$ cat src/rtl/uart_rx_pkg.sv
// Shared types and constants for the UART receive controller and its counters.
package uart_rx_pkg;

    localparam int EDGE_W = 6;
    localparam int BIT_W  = 4;

    localparam logic [EDGE_W-1:0] PRESCALE_8  = 6'd8;
    localparam logic [EDGE_W-1:0] PRESCALE_16 = 6'd16;
    localparam logic [EDGE_W-1:0] PRESCALE_32 = 6'd32;

    typedef enum logic [2:0] {
        IDLE,
        START,
        DATA,
        PARITY,
        STOP,
        CHECK
    } rxState_t;

    // An unsupported ratio would leave the edge counter without a sane wrap point, so it falls back to 8.
    function automatic logic [EDGE_W-1:0] legalPrescale(input logic [EDGE_W-1:0] p);
        case (p)
            PRESCALE_8, PRESCALE_16, PRESCALE_32: return p;
            default:                              return PRESCALE_8;
        endcase
    endfunction

endpackage

$ cat src/rtl/uart_rx_edge_bit_cnt.sv
// Oversample tick counter and data-bit index counter for the UART receive controller.
module uart_rx_edge_bit_cnt
    import uart_rx_pkg::*;
#(
    parameter int DATA_WIDTH = 8
) (
    input  logic              CLK,
    input  logic              RST,
    input  logic              i_en,
    input  logic              i_bitEn,
    input  logic [EDGE_W-1:0] i_prescale,
    output logic [EDGE_W-1:0] o_edgeCnt,
    output logic [BIT_W-1:0]  o_bitCnt,
    output logic              o_endOfBit
);

    logic [EDGE_W-1:0] r_edgeCnt;
    logic [BIT_W-1:0]  r_bitCnt;

    assign o_endOfBit = i_en && (r_edgeCnt == (i_prescale - EDGE_W'(1)));
    assign o_edgeCnt  = r_edgeCnt;
    assign o_bitCnt   = r_bitCnt;

    // Dropping an enable clears its counter, so every bit and every frame starts from zero.
    always_ff @(posedge CLK) begin
        if (!RST) begin
            r_edgeCnt <= '0;
            r_bitCnt  <= '0;
        end else begin
            if (!i_en || o_endOfBit) begin
                r_edgeCnt <= '0;
            end else begin
                r_edgeCnt <= r_edgeCnt + EDGE_W'(1);
            end

            if (!i_bitEn) begin
                r_bitCnt <= '0;
            end else if (o_endOfBit) begin
                r_bitCnt <= (r_bitCnt == BIT_W'(DATA_WIDTH - 1)) ? '0 : r_bitCnt + BIT_W'(1);
            end
        end
    end

endmodule

$ cat src/rtl/uart_rx_ctrl.sv
// UART receive frame controller: sequences start/data/parity/stop checking and reports frame status.
// Optional break detection is compiled in with `define UART_RX_BREAK_DET_EN.
module uart_rx_ctrl
    import uart_rx_pkg::*;
#(
    parameter int DATA_WIDTH = 8
) (
    input  logic              CLK,
    input  logic              RST,
    input  logic              rx_in,
    input  logic [EDGE_W-1:0] prescale,
    input  logic              par_en,
    input  logic              strt_glitch,
    input  logic              par_err,
    input  logic              stp_err,
    output logic [EDGE_W-1:0] edge_cnt,
    output logic [BIT_W-1:0]  bit_cnt,
    output logic              strt_chk_en,
    output logic              dat_samp_en,
    output logic              deser_en,
    output logic              par_chk_en,
    output logic              stp_chk_en,
    output logic              data_valid,
    output logic              break_det
);

    rxState_t          r_state;
    logic [EDGE_W-1:0] r_prescale;
    logic              r_parEn;
    logic              r_dataValid;

    logic w_endOfBit;
    logic w_inFrame;
    logic w_abort;
    logic w_cntEn;
    logic w_bitEn;
    logic w_frameOk;
    logic w_startFrame;
    logic w_break;
    logic w_brkHold;

    assign w_inFrame = (r_state == START) || (r_state == DATA) ||
                       (r_state == PARITY) || (r_state == STOP);
    assign w_abort   = (r_state == DATA) && (edge_cnt == '0) && (bit_cnt == '0) && strt_glitch;
    assign w_cntEn   = w_inFrame && !w_abort;
    assign w_bitEn   = (r_state == DATA) && !w_abort;
    assign w_frameOk = !(r_parEn && par_err) && !stp_err;

    // A new frame may begin from IDLE or straight out of CHECK when the next start bit is already on the line.
    assign w_startFrame = !rx_in && (((r_state == IDLE) && !w_brkHold) ||
                                     ((r_state == CHECK) && !w_break));

    uart_rx_edge_bit_cnt #(
        .DATA_WIDTH (DATA_WIDTH)
    ) u_edgeBitCnt (
        .CLK        (CLK),
        .RST        (RST),
        .i_en       (w_cntEn),
        .i_bitEn    (w_bitEn),
        .i_prescale (r_prescale),
        .o_edgeCnt  (edge_cnt),
        .o_bitCnt   (bit_cnt),
        .o_endOfBit (w_endOfBit)
    );

    always_ff @(posedge CLK) begin
        if (!RST) begin
            r_state     <= IDLE;
            r_prescale  <= PRESCALE_8;
            r_parEn     <= 1'b0;
            r_dataValid <= 1'b0;
        end else begin
            r_dataValid <= (r_state == CHECK) && w_frameOk && !w_break;

            if (w_startFrame) begin
                r_prescale <= legalPrescale(prescale);
                r_parEn    <= par_en;
            end

            case (r_state)
                IDLE: begin
                    if (w_startFrame) r_state <= START;
                end
                START: begin
                    if (w_endOfBit) r_state <= DATA;
                end
                DATA: begin
                    if (w_abort) begin
                        r_state <= IDLE;
                    end else if (w_endOfBit && (bit_cnt == BIT_W'(DATA_WIDTH - 1))) begin
                        r_state <= r_parEn ? PARITY : STOP;
                    end
                end
                PARITY: begin
                    if (w_endOfBit) r_state <= STOP;
                end
                STOP: begin
                    if (w_endOfBit) r_state <= CHECK;
                end
                CHECK: begin
                    r_state <= w_startFrame ? START : IDLE;
                end
                default: r_state <= IDLE;
            endcase
        end
    end

    assign strt_chk_en = (r_state == START);
    assign deser_en    = (r_state == DATA);
    assign par_chk_en  = (r_state == PARITY);
    assign stp_chk_en  = (r_state == STOP);
    assign dat_samp_en = w_inFrame;
    assign data_valid  = r_dataValid;

`ifdef UART_RX_BREAK_DET_EN
    logic r_allZero;
    logic r_brkHold;
    logic r_breakDet;

    assign w_break   = (r_state == CHECK) && stp_err && r_allZero;
    assign w_brkHold = r_brkHold;
    assign break_det = r_breakDet;

    // Track whether every data bit was low at mid-bit; a break then parks the FSM until the line returns high.
    always_ff @(posedge CLK) begin
        if (!RST) begin
            r_allZero  <= 1'b1;
            r_brkHold  <= 1'b0;
            r_breakDet <= 1'b0;
        end else begin
            r_breakDet <= w_break;

            if (w_break) begin
                r_brkHold <= 1'b1;
            end else if (rx_in) begin
                r_brkHold <= 1'b0;
            end

            if (w_startFrame) begin
                r_allZero <= 1'b1;
            end else if ((r_state == DATA) && (edge_cnt == (r_prescale >> 1)) && rx_in) begin
                r_allZero <= 1'b0;
            end
        end
    end
`else
    assign w_break   = 1'b0;
    assign w_brkHold = 1'b0;
    assign break_det = 1'b0;
`endif

endmodule

$ cat config.mk
export PLATFORM = sky130hd
export DESIGN_NAME = uart_rx_ctrl
export DESIGN_NICKNAME = d
export VERILOG_FILES = /design/src/rtl/uart_rx_pkg.sv /design/src/rtl/uart_rx_edge_bit_cnt.sv /design/src/rtl/uart_rx_ctrl.sv
export SDC_FILE = /design/constraint.sdc
export NUM_CORES = 1
export LEC_CHECK = 0
export CORE_ASPECT_RATIO = 0.75
export CORE_MARGIN = 2
export CORE_UTILIZATION = 51
export CTS_BUF_LIST = sky130_fd_sc_hd__clkbuf_2
export CTS_CLUSTER_SIZE = 12
export DETAILED_ROUTE_END_ITERATION = 16
export GPL_TIMING_DRIVEN = 0
export PLACE_DENSITY_LB_ADDON = 0.25
export SYNTH_ARGS = -nofsm -noshare
export SYNTH_HDL_FRONTEND = slang
export SYNTH_HIERARCHICAL = 1
export SYNTH_SLANG_ARGS = --single-unit
$ cat constraint.sdc
create_clock -name CLK -period 3.4 [get_ports CLK]
set_input_delay 0.51 -clock CLK [delete_from_list [all_inputs] [get_ports CLK]]
set_output_delay 0.51 -clock CLK [all_outputs]
set_load 0.01 [all_outputs]
==> impl_metrics.yaml <==
job:
  cap_violations: 0
placed_design:
  gp_routability_congestion: 0.7762
  dp_hpwl_mm: 2.343
  port_buffers: 28
worst_setup_path:
  endpoint_kind: "flip-flop"
  crit_fanout: 6
  crit_path_start: "r_prescale[0]"
  reg2reg_depth: 10
  r2r-start: "r_prescale[0]"
  r2r_end: "r_state[2]"
  rrSetupSlack_ns: 0.50
  crit_arrival_ns: 3.15
  cp-endpoint: "r_state[2]"
  crit_required_ns: 3.65
  start_kind: "flip-flop"
  critPathKind: "flip-flop to flip-flop"
timing:
  slew_violations: 0
  max_freq_ghz: 0.3448
  fin_setup_tns_ns: 0
  worst_pin_slew_ns: 0.5588
  skew_ns: 0.006871
  setup_violations: 0
  finalCriticalPeriod_ns: 2.900
  hold_viol_final: 0
  post-route-period-util_pct: 85.30
  rsz0062_at_grt: "no"
  maxSlewHeadroom_pct: 62.58
global_route:
  antenna_found_initial: 0
  grt_max_degree: 12
  track_usage_pct: 24.00
  grt_overflow: 0
  grt_pass1_wl_mm: 4.933
  grt_pass1_vias: 1084
hold_path:
  hold_class: "flip-flop to flip-flop"
power:
  leakage_uw: 0.0005907
  p_int_uw: 335.3
  ir_worst_vdd_v: 0.0002885
  comb_power_share_pct: 21.5
  finalPower_uw: 470.4
  p_sw_share_pct: 28.73
  p_clk_share_pct: 23.0
  power.switching_uw: 135.2
  seqPwrFrac_pct: 55.5
  p_per_area_nw_per_um2: 297.2
yosys:
  syn_inst: 141
  synthTopCellsByArea: "dfxtp_1 34%, xnor2_1 5.7%, xor2_1 5.7%"
  yosysTopAreaCellShare_pct: 33.91
  ys_seq_elements: 21
  syn_area_per_cell_um2: 8.794
  ys.flop_type: "dfxtp_1"
  synth_top_area_cell: "dfxtp_1"
  synth_cell_types: 46
  ys_async_sr_fraction_pct: 0
  syn_nets: 157
  synth_area_um2: 1240
  ys_warn_count: 6
  synth_edf_count: 0
  seq_area_frac_synth_pct: 33.91
clock_tree:
  postCtsResizedCells: 0
  clk_latency_ns: 0.32
  post_cts_buffers: 0
  cts_tree: "done"
  cts.sinks: 21
  htree_levels: 1
  clockBufferDepth: 2
  numCtsBuffers: 3
  clock-root-buffer: "clkbuf_2"
  clk_pin_slew_worst_paths_ns: 0.20
  holdBufCountCts: 0
drt:
  post-route-drc-count: 0
  drt_wl_total_mm: 3.093
  wire_per_inst_um: 14.94
  ant_nets: 0
  initialDrtViolationCount: 46
  num_vias: 1137
  routed_via_density: 5.493
  firstDrtPassIters: 4
floorplanning:
  ioPinCount: 30
  core_um2: 2308
  die-area_um2: 2846
  rows: 15
  die_y_um: 46.70
  start_util_pct: 53.71
  die_width_um: 60.94
finish:
  drive_gt1_share_pct: 11.56
  nets: 190
  fillers: 204
  antenna_cells: 0
  area_growth_pct: 27.65
status:
  status: "finished clean"
-- worst min path at each step --
| stage | startpoint | slack (ns) | depth (start not counted) | endpoint |
|---|---|---|---|---|
| final | r_prescale[5] | 0.52 | 2 | r_prescale[5] |
| after global routing | r_prescale[5] | 0.54 | 2 | r_prescale[5] |
| after CTS | r_prescale[5] | 0.52 | 2 | r_prescale[5] |
| after detailed placement | r_prescale[5] | 0.49 | 2 | r_prescale[5] |
| after global placement | r_prescale[5] | 0.46 | 2 | r_prescale[5] |
| after floorplan | r_prescale[5] | 0.45 | 2 | r_prescale[5] |
-- state kept, by name, summed over array words and instances, names as in the netlist --
register and cells:
data_valid 1, r_parEn 1, r_prescale 6, r_state 3, u_edgeBitCnt/o_bitCnt 4, u_edgeBitCnt/o_edgeCnt 6
-- placed cells by master, fill, tap and decap left out, types with 2 or more instances in the layout --
cell / Yosys / layout
a21oi_1: 4 / 4
clkbuf_2: 1 / 5
nand2_1: 12 / 12
or4_1: 2 / 2
o211ai_1: 3 / 3
nand2b_1: 2 / 2
inv_1: 13 / 13
buf_4: 2 / 2
ha_1: 3 / 3
xor2_1: 8 / 8
a211oi_1: 3 / 3
mux2i_1: 3 / 3
clkdlybuf4s50_1: 0 / 28
dfxtp_1: 21 / 21
nor2_1: 14 / 14
o21ai_0: 3 / 3
xnor2_1: 8 / 8
nand3_1: 7 / 7
and3_1: 4 / 4
-- cells by family (layout without fill, tap and decap cells) --
logic type,Yosys count,count (layout),synth area share (%)
compound gates,23,23,15.04
xor+xnor,16,16,11.30
fa+ha+maj,3,3,3.028
buf+inv,17,49,5.953
flops,21,21,33.90
mux,3,3,2.422
other cells,1,1,0.3024
simple gates,57,57,28.05
-- per-layer routing --
metal	vias up	wire length (um)	GRT usage (%)	share of wire [%]
met5	-	0	0	0
met4	0	19	5.652	0.61
met3	2	139	5.899	4.5
met2	25	1507	39.35	49
met1	549	1427	32.21	46
li1	561	-	-	-
-- area by class of cell --
type / instances / area [um^2] / area share (%)
multi-input cells: 103 / 745.7 / 47.11
flip-flops and latches: 21 / 420.4 / 26.56
repair buffers: 28 / 280.3 / 17.71
inverters: 13 / 48.80 / 3.083
well taps: 34 / 42.54 / 2.688
plain buffers: 4 / 25.02 / 1.581
clock buffers: 4 / 20.02 / 1.265
-- synthesized netlist by cell type, drive strengths merged, types with 2 or more instances --
cell type,n
nor2,14
o21ai,3
and3,4
o211ai,3
nand2,12
a21oi,4
nor3,2
nor4b,2
nand3,8
ha,3
mux2i,3
dfxtp,21
buf,3
or4,3
xor2,8
nand2b,3
nor4,2
xnor2,8
inv,13
a211oi,3
or3,2
-- stage by stage --
stage	util, %	hold WS (ns)	std cells	area (um^2)	setup slack (ns)
2_1_floorplan	-	0.4451	141	1240	0.9412
6_report	68.56	0.5167	207	1583	0.4998
3_5_place_dp	67.70	0.4899	203	1563	0.4136
3_3_place_gp	67.70	0.4578	203	1563	0.4542
5_1_grt	68.56	0.5404	207	1583	0.2475
4_1_cts	68.56	0.5163	207	1583	0.5459
-- power groups by stage --
| stage | Combinational, uW | Clock [uW] | Sequential, uW |
|---|---|---|---|
| 2_1_floorplan | 60.1 | 0 | 265 |
| 3_3_place_gp | 96.0 | 0 | 266 |
| 3_5_place_dp | 100 | 0 | 266 |
| 4_1_cts | 101 | 110 | 261 |
| 5_1_grt | 110 | 121 | 262 |
| 6_report | 101 | 108 | 261 |
-- worst max-delay path: stages (launching register included) --
cell and delay, ns:
dfxtp_1 0.43, inv_1 0.07, ha_1 0.23, nor3b_1 0.16, xnor2_1 0.21, o2111ai_2 0.24
nor3_2 0.50, inv_1 0.14, a221o_1 0.37, a22o_1 0.23, a211oi_1 0.25
No activity file was read; power rests on OpenSTA's default activity.
==> edit, RTL diff (config.mk and constraints unchanged) <==
The 6 states of `rxState_t` get a one-hot encoding in 6 bits.
--- a/src/rtl/uart_rx_pkg.sv
+++ b/src/rtl/uart_rx_pkg.sv
@@ -8,13 +8,13 @@
     localparam logic [EDGE_W-1:0] PRESCALE_16 = 6'd16;
     localparam logic [EDGE_W-1:0] PRESCALE_32 = 6'd32;
 
-    typedef enum logic [2:0] {
-        IDLE,
-        START,
-        DATA,
-        PARITY,
-        STOP,
-        CHECK
+    typedef enum logic [5:0] {
+        IDLE   = 6'b000001,
+        START  = 6'b000010,
+        DATA   = 6'b000100,
+        PARITY = 6'b001000,
+        STOP   = 6'b010000,
+        CHECK  = 6'b100000
     } rxState_t;
 
     // An unsupported ratio would leave the edge counter without a sane wrap point, so it falls back to 8.
Check against the original RTL: same outputs for any inputs over 10 cycles, from zero or initial values and one cycle with RST low; not proved beyond that.
==> edit against the original RTL <==
  * Sequential cell count is 3 higher
  * Count of clock-buffer cells in the layout decreased by 1
  * Worst setup slack worse by 0.088 ns
  * Global-route usage decreased by 1.5 points
  * Final cell count rose by 14%
  * Sequential share of layout area grew 0.27 points
  * Clock skew up 0.0070 ns
  * Design area rose by 13%
  * Via count increased by 20%
  * Hold slack improved by 0.0037 ns
  * Wire length grew 12%
  * Area after synthesis grew 17%
  * Critical path type unchanged
Power is not compared: it rests on default switching activity, and its combinational part moved more than twofold at a synthesized area within 25%.
==> edit: results (changes against the original RTL) <==
| Metric | Value |
|---|---|
| Outcome | `finished, final reports clean (unchanged)` |
| Drt wl/cell | `14.7 um (was 14.9 um)` |
| Worst Reg2Reg Path Length in Cells | `11 (was 10)` |
| Fillers | `221 (was 204)` |
| Crit path arrival time | `3.29 ns (was 3.15 ns)` |
| Gate Count Post-Synth | `168 (was 141)` |
| HPWL Detailed | `2660 um (was 2340 um)` |
| Met2 routed wirelength | `1480 um (was 1510 um)` |
| Placed inst area | `1770 um^2 (was 1560 um^2)` |
| Clock Pin Slew Worst Setup and Hold Paths | `0.24 ns (was 0.20 ns)` |
| Finished Layout Cells | `236 (was 207)` |
| Placed cells | `232 (was 203)` |
| Met3 routed wirelength | `337 um (was 139 um)` |
| Worst-Margin Slew | `0.542 ns (was 0.559 ns)` |
| Worst clock skew | `0.0139 ns (was 0.00687 ns)` |
| Metal-1 WL | `1640 um (was 1430 um)` |
| Met2 global-route usage | `0.337 (was 0.394)` |
| Netlist cell types | `48 (was 46)` |
| Total GRT Usage | `0.225 (was 0.240)` |
| Fmax | `335 MHz (was 345 MHz)` |
| Hold path start | `r_prescale[1] (was r_prescale[5])` |
| Hold EP | `r_prescale[1] (was r_prescale[5])` |
| Hold Crit Depth | `1 (was 2)` |
| Pre-CTS worst setup slack | `0.294 ns (was 0.414 ns)` |
| Drt initial violations | `63 (was 46)` |
| Clk_lat worst skew | `0.34 ns (was 0.32 ns)` |
-- edit: logic make-up after synthesis --
family / synth area share
muxes: 0.0346
adders and majority gates: 0.0260
other: 0.00259
DFF: 0.332
xor gates and xnor gates: 0.0969
buffers and inverters: 0.0484
and+or+nand+nor: 0.282
AOI/OAI and AO/OA: 0.177
-- edit: final cells by class --
cell class	count	area, um^2	share of cell area
clock buffers	3	15.0	0.00839
multi-input cells	129	896	0.500
flip-flops and latches	24	480	0.268
inverters	10	37.5	0.0210
repair buffers	28	280	0.157
well taps	36	45.0	0.0252
plain buffers	5	32.5	0.0182
clock inverters	1	3.75	0.00210
-- edit: worst max-delay path: cells and delay by family, from the launching register on --
kind            cells  cell delay [ns]
compound gates      6             1.35
xor+xnor            1             0.24
buf+inv             2             0.43
flops               1             0.35
simple gates        2             0.58
-- edit: power breakdown --
part           internal, mW  switching, mW
combinational         0.126          0.133
sequential            0.301         0.0251
clock                0.0256         0.0873
